===== config.mk =====
export PLATFORM = sky130hd
export DESIGN_NAME = izh_param_loader
export DESIGN_NICKNAME = d
export VERILOG_FILES = /design/src/rtl/izh_param_loader.sv
export SDC_FILE = /design/constraint.sdc
export NUM_CORES = 1
export LEC_CHECK = 0
export CAP_MARGIN = 20
export CELL_PAD_IN_SITES_DETAIL_PLACEMENT = 1
export CELL_PAD_IN_SITES_GLOBAL_PLACEMENT = 1
export CORE_MARGIN = 2
export CORE_UTILIZATION = 40
export CTS_CLUSTER_SIZE = 25
export DETAILED_ROUTE_END_ITERATION = 10
export PLACE_DENSITY_LB_ADDON = 0.1
export SETUP_SLACK_MARGIN = 0.2
export SLEW_MARGIN = 15
export SYNTH_ARGS = -nofsm -noshare
export SYNTH_HDL_FRONTEND = slang
export SYNTH_SLANG_ARGS = --single-unit

===== constraint.sdc =====
create_clock -name clk -period 4.53 [get_ports clk]
set_clock_uncertainty 0.1 [all_clocks]
set_input_delay 0.453 -clock clk [delete_from_list [all_inputs] [get_ports clk]]
set_output_delay 0.453 -clock clk [all_outputs]
set_load 0.01 [all_outputs]

===== src/rtl/izh_param_loader.sv =====
// Byte-serial, checksummed configuration front end for izh_neuron_lite.
// Parameter and stimulus frames are shadowed and committed atomically on a good checksum.
module izh_param_loader #(
  parameter int         TIMEOUT   = 255,
  parameter logic [7:0] HDR_PARAM = 8'hA5,
  parameter logic [7:0] HDR_STIM  = 8'h5A
) (
  input  logic       clk,
  input  logic       reset,
  input  logic [7:0] byte_in,
  input  logic       byte_valid,
  output logic [7:0] param_a,
  output logic [7:0] param_b,
  output logic [7:0] param_c,
  output logic [7:0] param_d,
  output logic       params_ready,
  output logic [7:0] stimulus_out,
  output logic       frame_ok,
  output logic       frame_err,
  output logic       busy
);

  localparam int CW = $clog2(TIMEOUT + 1);

  typedef enum logic [2:0] {
    IDLE, P_A, P_B, P_C, P_D, P_CHK, S_VAL, S_CHK
  } state_t;

  // Handshake: byte_in is consumed on every rising clk edge where byte_valid is high;
  // there is no back-pressure, the loader accepts one byte per cycle in every state.

  state_t        state, state_nxt;
  logic [CW-1:0] tcnt;
  logic [7:0]    acc;
  logic [7:0]    sh_a, sh_b, sh_c, sh_d, sh_s;
  logic          timeout_hit;
  logic          chk_ok;

  // A byte on the cycle the counter would reach TIMEOUT wins over the abort.
  assign timeout_hit = (state != IDLE) && !byte_valid && (tcnt == CW'(TIMEOUT - 1));
  assign chk_ok      = ((acc ^ byte_in) == 8'h00);
  assign busy        = (state != IDLE);

  always_ff @(posedge clk or posedge reset) begin
    if (reset) state <= IDLE;
    else       state <= state_nxt;
  end

  always_comb begin
    state_nxt = state;
    if (timeout_hit) begin
      state_nxt = IDLE;
    end else if (byte_valid) begin
      unique case (state)
        IDLE: begin
          if (byte_in == HDR_PARAM)     state_nxt = P_A;
          else if (byte_in == HDR_STIM) state_nxt = S_VAL;
        end
        P_A:     state_nxt = P_B;
        P_B:     state_nxt = P_C;
        P_C:     state_nxt = P_D;
        P_D:     state_nxt = P_CHK;
        P_CHK:   state_nxt = IDLE;
        S_VAL:   state_nxt = S_CHK;
        S_CHK:   state_nxt = IDLE;
        default: state_nxt = IDLE;
      endcase
    end
  end

  always_ff @(posedge clk or posedge reset) begin
    if (reset) begin
      tcnt         <= '0;
      acc          <= 8'h00;
      sh_a         <= 8'h00;
      sh_b         <= 8'h00;
      sh_c         <= 8'h00;
      sh_d         <= 8'h00;
      sh_s         <= 8'h00;
      param_a      <= 8'h00;
      param_b      <= 8'h00;
      param_c      <= 8'h00;
      param_d      <= 8'h00;
      params_ready <= 1'b0;
      stimulus_out <= 8'h00;
      frame_ok     <= 1'b0;
      frame_err    <= 1'b0;
    end else begin
      frame_ok  <= 1'b0;
      frame_err <= 1'b0;
      if (timeout_hit) begin
        frame_err <= 1'b1;
        tcnt      <= '0;
        acc       <= 8'h00;
        sh_a      <= 8'h00;
        sh_b      <= 8'h00;
        sh_c      <= 8'h00;
        sh_d      <= 8'h00;
        sh_s      <= 8'h00;
      end else if (state == IDLE) begin
        tcnt <= '0;
        if (byte_valid) acc <= byte_in;
      end else if (byte_valid) begin
        tcnt <= '0;
        acc  <= acc ^ byte_in;
        unique case (state)
          P_A:   sh_a <= byte_in;
          P_B:   sh_b <= byte_in;
          P_C:   sh_c <= byte_in;
          P_D:   sh_d <= byte_in;
          S_VAL: sh_s <= byte_in;
          P_CHK: begin
            if (chk_ok) begin
              param_a      <= sh_a;
              param_b      <= sh_b;
              param_c      <= sh_c;
              param_d      <= sh_d;
              params_ready <= 1'b1;
              frame_ok     <= 1'b1;
            end else begin
              frame_err <= 1'b1;
            end
          end
          S_CHK: begin
            if (chk_ok) begin
              stimulus_out <= sh_s;
              frame_ok     <= 1'b1;
            end else begin
              frame_err <= 1'b1;
            end
          end
          default: ;
        endcase
      end else begin
        tcnt <= tcnt + CW'(1);
      end
    end
  end

endmodule

**After elaboration in Yosys (flattened, before gate mapping)**

Cells that the tools add are included.
W data, S select, Z words.

- Add/sub/neg operators: 1
- Eq/ne operators: 12
- Multiplexer cells: 42
- Bitwise logic cells: 3
- Reductions and logical operators: 21

Operator list:

| operator | count |
|---|---|
| $mux W8 | 27 |
| $pmux W3 S7 | 1 |
| $eq A8 B8 Y1 const B | 2 |
| $reduce_and A3 Y1 | 5 |
| $eq A3 B3 Y1 const B | 4 |
| $mux W3 | 4 |
| $reduce_bool A2 Y1 | 6 |
| $mux W1 | 10 |
| $reduce_and A5 Y1 | 2 |
| $add A8 B1 Y8 const B | 1 |
| $eq A8 B7 Y1 const B | 1 |
| $logic_not A8 Y1 | 1 |
| $xor A8 B8 Y8 | 1 |
| $eq A3 B2 Y1 const B | 2 |
| $ne A4 B4 Y1 const B | 1 |
| $eq A3 B1 Y1 const B | 1 |
| $logic_not A3 Y1 | 1 |
| $reduce_bool A3 Y1 | 1 |
| $logic_and A1 B1 Y1 | 2 |
| $ne A2 B2 Y1 const B | 1 |
| $not A1 Y1 | 2 |
| $reduce_and A2 Y1 | 1 |
| $reduce_or A2 Y1 | 1 |
| $logic_not A1 Y1 | 1 |

- Register bits: 102
- Input bits: 11
- Output and inout bits: 44
- Logic and storage cells: 95

**Longest topological paths before layout**

Gate-level depths: netlist of the first run.

- Depth after elaboration: 7
- Depth in mapped cells: 9
- Mapped depth without buffers: 6

**Worst setup path before layout of the first run**

No wires, ideal clock.

- Path kind: input-to-reg
- Start: input byte_in[3]
- End: register param_a[0]
- Library setup time: 125 ps
- Data arrival time: 1825 ps
- Path slack: 2480 ps
- Stages: 6
- Buffers on the path: 2
- Cell sequence: clkbuf_1 xor2_1 nor4_4 nand4_4 buf_6 mux2_4

- Cells in the longest elaborated chain, start to end: 3

Ends and longest elaborated chain:

| item | RTL line | text |
|---|---|---|
| start: declaration | 10 | `input logic [7:0] byte_in,` |
| $xor A8 B8 Y8 | 41 | `assign chk_ok = ((acc ^ byte_in) == 8'h00);` |
| $logic_not A8 Y1 | 41 |  |
| $reduce_and A5 Y1 (no line) | - |  |
| end signal: assignment | 80 | `param_a <= 8'h00;` |
| end signal: assignment | 114 | `param_a <= sh_a;` |
| end: declaration | 12 | `output logic [7:0] param_a,` |

Every way passes these cells.
A chain may end at the register's enable or synchronous reset.

**Worst setup path after layout of the first run**

- Start: input byte_in[1]
- End: register param_b[2]

- Cells in the longest elaborated chain, start to end: 3

Ends and longest elaborated chain:

| item | RTL line | text |
|---|---|---|
| $xor A8 B8 Y8 | 41 |  |
| $logic_not A8 Y1 | 41 |  |
| $reduce_and A5 Y1 (no line) | - |  |
| end signal: assignment | 81 | `param_b <= 8'h00;` |
| end signal: assignment | 115 | `param_b <= sh_b;` |
| end: declaration | 13 | `output logic [7:0] param_b,` |

Every way passes these cells.

==> key figures, run 1 <==
Route
  – WL final: 10,500 um
  – Detailed Route Iter0 Violations: between 100 and 150
  – Post-route ant nets: 0
  – 1st-pass router iterations: 6
  – Routed vias/inst: 5.11
  – Vias: 2,920
  – DR WL/cell: 18.3 um
  – Remaining DRCs: 0

Floorplanning
  – Row Count: 39
  – Die height: between 100 and 150 um
  – Core Region: around 11,000 sq um
  – Starting density of the core: 40.5%
  – Die width: 111 um
  – Ports: 55
  – Die area: 12,300 sq um

CTS
  – Num CTS Buffers: 9
  – Clock root buffer: clkbuf_16
  – Clock sinks: 102
  – CTS max path bufs: 2
  – CTS Hold Bufs: 0
  – CTS tree: yes
  – Post-CTS Resized: 0
  – CTS H-tree lvls: 3
  – Worst skew pair latency: approximately 0.34 ns
  – Post-CTS setup buffer count: 0
  – Clk pin slew, worst setup/hold paths: approximately 0.07 ns

Setup path
  – Crit path launch type: input port
  – CP Class: input port to flop
  – Buf+Inv Stages, Crit Path: 2
  – Crit Path Max Fanout: 24
  – Critical path endpoint: param_b[2]
  – Critical path capture point type: flop
  – Slowest CP cell: clkdlybuf4s50_1
  – Setup crit start: byte_in[1]
  – Reg2reg start: state[0]
  – Critical Path RT: 4.65 ns
  – R2r setup slk: between 1.5 and 2 ns
  – Worst path depth: 6
  – Worst r2r path cells: 5
  – Cell family with most CP delay: buffers and inverters
  – Worst reg2reg endpoint: sh_c[1]
  – CP arrival: 2.83 ns
  – CP max stage delay: ~0.62 ns
  – CP cell instances: clkdlybuf4s50_1 -> xor2_1 -> nor4_4 -> nand4_4 -> buf_4 -> mux2_4

Timing
  – Final Hold Viols: 0
  – Final period utilization: 59.6%
  – Final Max Slew Viols: 0
  – Slew @ Worst Pin: 0.960 ns
  – Relative slew slack: 35.5%
  – Hold Slack: 0.347 ns
  – Fmax achieved: 370 MHz
  – # setup viols final: 0
  – Final TNS setup: 0 ns
  – Final Critical Period: 2.70 ns
  – Unrepaired setup endpoints after global routing: false

Min path
  – Worst Hold Class: input port to async pin

Pwr
  – Int Pwr: 1.96 mW
  – IR Drop Worst-Case VDD: 191 uV
  – Clock share of power: 29.5%
  – Comb power frac: a little under a quarter
  – Seq pwr share: 47.0%
  – Sw Ratio: slightly above 30%
  – Power Density: 509 nW/um^2
  – Leakage: ~2.6 nW
  – Switch Pwr: roughly 0.87 mW

Global route
  – GR Util met3: between 3 and 4%
  – Met2 Use GR: roughly 28%
  – GR Overflow Total: 0
  – Initial antenna violation count: 0
  – Layer with the highest usage: met2
  – All-Layer GR Usage: 18.3%
  – Vias in the first global route: 3,146
  – Global-route wire length before repair: 17,700 um
  – Pin count of the biggest net entering global routing: 40
  – Met1 GRT Util: a little over a quarter

Run status
  – Status: finished, final reports clean

Logic synthesis
  – Synth top area cells: dfrtp_1 56%, mux2_4 9.5%, mux2i_1 5.2%
  – Top cell type's share of synthesized area: 55.6%
  – Cell area after synthesis: 4590 sq um
  – Synth Instances: 375
  – Yosys cell types: 40
  – Sequential share of the synthesized area: a little under three fifths
  – Asr flop ratio synth: between 90% and 100%
  – Yosys warning total: 0
  – Cell taking the most area after synthesis: dfrtp_1
  – Post-Syn Nets: 388
  – Number of synthesized flops with an enable pin: 0
  – Mean area per synthesized cell: 12.2 sq um
  – Leading register cell type out of synthesis: dfrtp_1
  – Synthesis-stage register bit count: 102

Layout
  – Layout area overhead: 21.4%
  – Share of layout cells above drive strength 1: roughly a fifth
  – Final Util: 49.2%
  – ANT cells: 0
  – Fin nets: around 440
  – Design area: around 5600 sq um

Flow run
  – Max Cap Violations: 0

Place
  – DP HPWL: 6870 um
  – Port Buffers: 54
  – GP Congestion: 0.768
  – Placed Area: approximately 5200 sq um
## flip-flops by register name (all words and copies together) (netlist names)
name / count
acc: 8
param_a: 8
param_b: 8
param_c: 8
param_d: 8
sh_a: 8
sh_b: 8
sh_c: 8
sh_d: 8
sh_s: 8
stimulus_out: 8
tcnt: 8
state: 3
frame_err: 1
frame_ok: 1
params_ready: 1
## metrics by stage
stage | power (mW) | cells | setup WS, ns
6_report | 2.84 | 571 | 1.83
5_1_grt | 3.04 | 571 | 1.72
4_1_cts | 2.87 | 571 | 1.81
3_5_place_dp | 2.03 | 555 | 1.45
3_3_place_gp | 1.99 | 555 | 1.52
2_1_floorplan | 1.83 | 375 | 1.30
## logic make-up (layout without fill, tap and decap cells)
group / Yosys count / after routing / synth area share [%]
flip-flops: 102 / 102 / 55.6
adder cells (fa/ha/maj): 2 / 2 / 0.545
XOR/XNOR: 22 / 22 / 4.20
multiplexers: 64 / 64 / 17.4
AO/OA/AOI/OAI: 35 / 35 / 5.59
AND/OR/NAND/NOR: 109 / 109 / 12.3
buffers and inverters: 41 / 94 / 4.31
## how the worst min path moves through the flow
stage,cells past startpoint,startpoint,to,slack [ns]
after floorplan,1,tcnt[0],tcnt[0],0.38
after global placement,1,params_ready,params_ready,0.36
after detailed placement,1,params_ready,params_ready,0.37
after CTS,2,reset,stimulus_out[4],0.36
after global routing,2,reset,stimulus_out[4],0.38
final,2,reset,stimulus_out[4],0.35
## per-layer routing
| layer | up-vias | routed length (um) |
|---|---|---|
| met1 | 1509 | 5140 |
| met3 | 9 | 265 |
| met5 | - | 0 |
| li1 | 1362 | - |
| met4 | 0 | 121 |
| met2 | 40 | 4950 |
## cell usage in the layout (no fill, tap or decap), types with 2 or more instances in the layout
| cell | instances |
|---|---|
| nand4_1 | 2 |
| bufinv_16 | 2 |
| dfrtp_1 | 102 |
| a22o_1 | 8 |
| clkdlybuf4s50_1 | 54 |
| ha_1 | 2 |
| a21oi_1 | 12 |
| and3_1 | 6 |
| o21ai_0 | 2 |
| nor3_1 | 2 |
| xor2_1 | 12 |
| nand2_1 | 29 |
| clkinv_4 | 2 |
| nor4bb_1 | 2 |
| nand3_1 | 12 |
| nor2_1 | 38 |
| nor2b_1 | 4 |
| mux2_2 | 11 |
| o21ai_2 | 8 |
| mux2i_1 | 24 |
| buf_4 | 11 |
| or3_1 | 2 |
| nand4bb_1 | 2 |
| xnor2_1 | 10 |
| mux2_4 | 29 |
| clkbuf_16 | 9 |
| inv_1 | 12 |
## power groups by stage
stage	clock network [mW]	registers (mW)	logic, mW
after floorplan	0	1.29	0.547
final	0.837	1.33	0.666
after global routing	0.904	1.37	0.768
after global placement	0	1.34	0.647
after CTS	0.858	1.34	0.679
after detailed placement	0	1.35	0.676
## cells in the mapped netlist (all sizes together), types with 2 or more instances
| master | n |
|---|---|
| dfrtp | 102 |
| mux2 | 40 |
| nor2 | 38 |
| nand2 | 29 |
| mux2i | 24 |
| clkbuf | 18 |
| inv | 13 |
| a21oi | 12 |
| nand3 | 12 |
| xor2 | 12 |
| buf | 10 |
| o21ai | 10 |
| xnor2 | 10 |
| a22o | 8 |
| and3 | 6 |
| nand4 | 4 |
| nor2b | 4 |
| nor3 | 3 |
| ha | 2 |
| nand4bb | 2 |
| nor4bb | 2 |
| or2 | 2 |
| or3 | 2 |
## cell type report
type | count | area (sq um)
Inverter | 13 | 51.3
Clock buffer | 11 | 243
Multi-Input combinational cell | 232 | 1840
Tap cell | 143 | 179
Fill cell | 1212 | 5750
Sequential cell | 102 | 2550
Timing Repair Buffer | 65 | 623
Clock inverter | 5 | 82.6
## worst reg2reg max path, delay by kind of cell (launching register included)
family | cells | cell delay [ns]
buffers and inverters | 1 | 0.25
and+or+nand+nor | 3 | 1.42
DFF | 1 | 0.51
AOI/OAI and AO/OA | 1 | 0.19
No activity file was read; power rests on OpenSTA's default activity.
==> inputs of run 2 (changes only) <==
==> constraint.sdc (replaced) <==
create_clock -name clk -period 2.6 [get_ports clk]
set_clock_uncertainty 0.1 [all_clocks]
set_input_delay 0.26 -clock clk [delete_from_list [all_inputs] [get_ports clk]]
set_output_delay 0.26 -clock clk [all_outputs]
set_load 0.01 [all_outputs]
==> key figures, run 2 (synthesis gave the netlist of run 1 again) <==
Place
  – DP Worst Slack: between 0.15 and 0.2 ns
  – GP Congestion: 0.794
  – Port Buffers: 54
  – DP HPWL: 7230 um

Setup path
  – Crit path launch type: flop
  – CP max stage delay: around 0.54 ns
  – Critical path capture point type: primary output
  – Slowest CP cell: or3_4
  – CP arrival: 1.90 ns
  – Critical Path RT: 2.24 ns
  – CP cell instances: or3_4 -> clkdlybuf4s50_1
  – CP Class: flop to primary output
  – Crit Path Max Fanout: 14

Route
  – Post-route ant nets: 0
  – Vias: 2,981
  – WL final: 10,600 um
  – DR WL/cell: roughly 18 um
  – 1st-pass router iterations: 4
  – Remaining DRCs: 0
  – Detailed Route Iter0 Violations: just under 80
  – Routed vias/inst: 5.12

Global route
  – Vias in the first global route: between 3,000 and 4,000
  – Global-route wire length before repair: roughly 18,000 um
  – Initial antenna violation count: 0
  – GR Overflow Total: 0
  – All-Layer GR Usage: 18.2%
  – Pin count of the biggest net entering global routing: slightly above 100

CTS
  – Clock root buffer: clkbuf_16
  – CTS Hold Bufs: 0
  – Num CTS Buffers: 9
  – Clk pin slew, worst setup/hold paths: 0.07 ns
  – CTS tree: yes
  – CTS H-tree lvls: 3
  – Worst skew pair latency: 0.34 ns
  – Post-CTS Resized: 1
  – Post-CTS setup buffer count: 0
  – CTS max path bufs: 2
  – Clock sinks: about 100

Timing
  – # setup viols final: 0
  – Slew @ Worst Pin: 0.541 ns
  – Final Max Slew Viols: 0
  – Final TNS setup: 0 ns
  – Hold Slack: approximately 0.33 ns
  – Final period utilization: 87.0%
  – Final Critical Period: 2.26 ns
  – Final Hold Viols: 0
  – Fin worst setup slack: 0.338 ns
  – Relative slew slack: 63.9%
  – Fmax achieved: 442 MHz
  – Unrepaired setup endpoints after global routing: false

Floorplanning
  – Ports: 55
  – Core Region: 11,300 sq um
  – Row Count: 39
  – Die area: 12,300 sq um
  – Die height: about 110 um
  – Die width: 111 um
  – Starting density of the core: roughly 40%

Min path
  – Worst Hold Class: input port to async pin

Pwr
  – Power Total: between 5 and 6 mW
  – Leakage: 2.67 nW
  – IR Drop Worst-Case VDD: between 300 and 400 uV
  – Power Density: 884 nW/um^2

Layout
  – Register area: around 2600 sq um
  – Multi-input logic area: roughly 1800 sq um
  – Fin nets: ~450
  – Layout area overhead: 23.5%
  – Filler cell count: ~1,200
  – Most common cell after layout, fill and taps aside: dfrtp_1
  – Final Util: 50.0%
  – Most frequent cells in the layout: 102 x dfrtp_1, 54 x clkdlybuf4s50_1, 38 x nor2_1
  – ANT cells: 0
  – Share of layout cells above drive strength 1: 21.4%

Run status
  – Status: finished, final reports clean

Flow run
  – Max Cap Violations: 0
-- run 2: area by class of cell --
cell class	count	area share, %
repair buffers	76	12.7
multi-input cells	232	32.5
well taps	143	3.16
clock buffers	9	3.98
clock inverters	7	1.70
flip-flops and latches	102	45.1
inverters	13	0.928
-- run 2: worst paths after layout --
| path | endpoint | slack (ns) | startpoint | depth (start not counted) |
|---|---|---|---|---|
| hold reg to reg | params_ready | 0.37 | params_ready | 1 |
| setup reg to reg | sh_c[7] | 0.56 | state[0] | 4 |
| min in group clk | params_ready | 0.37 | params_ready | 1 |
| hold / removal | stimulus_out[0] | 0.33 | reset | 3 |
| setup / recovery | busy | 0.34 | state[0] | 2 |
| max in group asynchronous | acc[0] | 1.67 | reset | 3 |
-- run 2: where the power goes --
| group | total, mW | switching [mW] | internal, mW |
|---|---|---|---|
| combinational | 1.22 | 0.642 | 0.573 |
| clock | 1.46 | 0.606 | 0.849 |
| sequential | 2.34 | 0.325 | 2.01 |
-- run 2: critical path, delay by kind of cell (launching register included) --
kind                   cells  cell delay, ns
buffers and inverters      1            0.52
flip-flops                 1            0.50
AND/OR/NAND/NOR            1            0.54
-- run 2: per-stage QoR --
stage | instance area [sq um] | std cells
2_1_floorplan | 4590 | 375
3_3_place_gp | 5340 | 566
3_5_place_dp | 5340 | 566
4_1_cts | 5670 | 582
5_1_grt | 5670 | 582
6_report | 5670 | 582
-- run 2: layer usage --
metal	up-vias	GRT usage, %	part of all wire [%]
li1	1379	-	-
met1	1561	24.7	48
met2	36	30.0	49
met3	5	3.66	2.2
met4	0	4.94	0.96
met5	-	0	0
==> variant, RTL diff (settings of run 2) <==
The parameter `TIMEOUT` goes from 255 to 510.
--- a/src/rtl/izh_param_loader.sv
+++ b/src/rtl/izh_param_loader.sv
@@ -1,7 +1,7 @@
 // Byte-serial, checksummed configuration front end for izh_neuron_lite.
 // Parameter and stimulus frames are shadowed and committed atomically on a good checksum.
 module izh_param_loader #(
-  parameter int         TIMEOUT   = 255,
+  parameter int         TIMEOUT   = 510,
   parameter logic [7:0] HDR_PARAM = 8'hA5,
   parameter logic [7:0] HDR_STIM  = 8'h5A
 ) (
Formal check against the unedited RTL: same outputs for any inputs over 4 cycles, from zero or initial values and one cycle with reset high; that may be too few to reach the edited logic, so the function may still have changed.
==> variant against run 2 <==
  * Area after synthesis increased by 0.27%
  * Wire length shrank 4.2%
  * Sequential cell count is 1 higher
  * Largest power group unchanged
  * Setup slack got worse by 14 ps
  * Count of clock-buffer cells in the layout grew 1
  * Design area rose by 0.40%
  * Total power decreased by 1.8%
==> variant: results (changes against run 2) <==
| Result | This run | Unit | vs run 2 |
| --- | --- | --- | --- |
| Result of the run | completed | - | unchanged |
| Data arrival, critical path | 1920 | ps | was 1900 ps |
| Power per standard cell area | 864.3 | mW/mm^2 | was 883.6 mW/mm^2 |
| Cell area after placement | 0.005371 | sq mm | was 0.005339 sq mm |
| Met2 track demand over resource | 28.46 | % | was 29.98% |
| Share of cell area taken by muxes after synthesis | 21.08 | % | was 17.43% |
| Placed cell count | 553 | - | was 566 |
| Post-Place Setup Slack | 252.5 | ps | was 195.5 ps |
| Peak fanout along the critical path | 9 | - | was 14 |
| Detailed route wirelength on metal2 | 4836 | um | was 5246 um |
| Length of routed met3 wiring | 241 | um | was 231 um |
| Hpwl dp | 6589 | um | was 7231 um |
| Fmax achieved | 0.4394 | GHz | was 0.4420 GHz |
| Final #Nets | 434 | - | was 447 |
| Synth cell count leaders | sky130_fd_sc_hd__dfrtp_1, sky130_fd_sc_hd__nor2_1, sky130_fd_sc_hd__mux2i_1, sky130_fd_sc_hd__mux2_4, sky130_fd_sc_hd__nand2_1 | - | was sky130_fd_sc_hd__dfrtp_1, sky130_fd_sc_hd__nor2_1, sky130_fd_sc_hd__mux2_4, sky130_fd_sc_hd__nand2_1, sky130_fd_sc_hd__mux2i_1 |
| Post-synthesis share of cell area spent on full adders, half adders and majority gates | 0.5441 | % | was 0.5456% |
| Power attributed to combinational cells | 1170 | uW | was 1220 uW |
| Routed vias | 2879 | - | was 2981 |
| Flop-to-flop setup slack | 540 | ps | was 560 ps |
| Net count after synthesis | 375 | - | was 388 |
| Met1 Wirelength | 4949 | um | was 5069 um |
| Xor and xnor fraction of the mapped netlist area | 4.380 | % | was 4.201% |
| Avg Vias per Cell | 5.060 | - | was 5.122 |
| Maximum vdd ir drop | 371.5 | uV | was 346.9 uV |
| Routability congestion estimate | 0.7595 | - | was 0.7937 |
| Pin count of the biggest net entering global routing | 104 | - | was 103 |
| Grt met1 use | 24.93 | % | was 24.68% |
| Number of violations reported at the end of detailed-routing iteration 0 | 158 | - | was 79 |
| GR Util All Layers | 17.84 | % | was 18.19% |
| Filler instances | 1222 | - | was 1171 |
| Cell variety after synth | 37 | - | was 40 |
==> variant: changes by cell type after synthesis, sizes merged, moves of 9 or more <==
cell,run 2,this run
a21oi,12,1
nor2,38,49
xor2,12,22
clkbuf,18,9
inv,13,4
xnor2,10,1
==> variant: layout make-up <==
| type | instances | share of cell area, % |
|---|---|---|
| Timing Repair Buffer | 71 | 12.41 |
| Clock buffer | 10 | 4.026 |
| Tap cell | 143 | 3.146 |
| Inverter | 5 | 0.3960 |
| Clock inverter | 6 | 1.342 |
| Multi-Input combinational cell | 231 | 33.37 |
| Sequential cell | 103 | 45.31 |
==> variant: worst paths after layout <==
check,start,endpoint,cells past startpoint
setup / recovery,state[2],busy,3
hold / removal,reset,sh_d[0],3
min in group clk,params_ready,params_ready,1
hold reg to reg,params_ready,params_ready,1
setup reg to reg,tcnt[1],sh_s[7],7
max in group asynchronous,reset,frame_ok,3
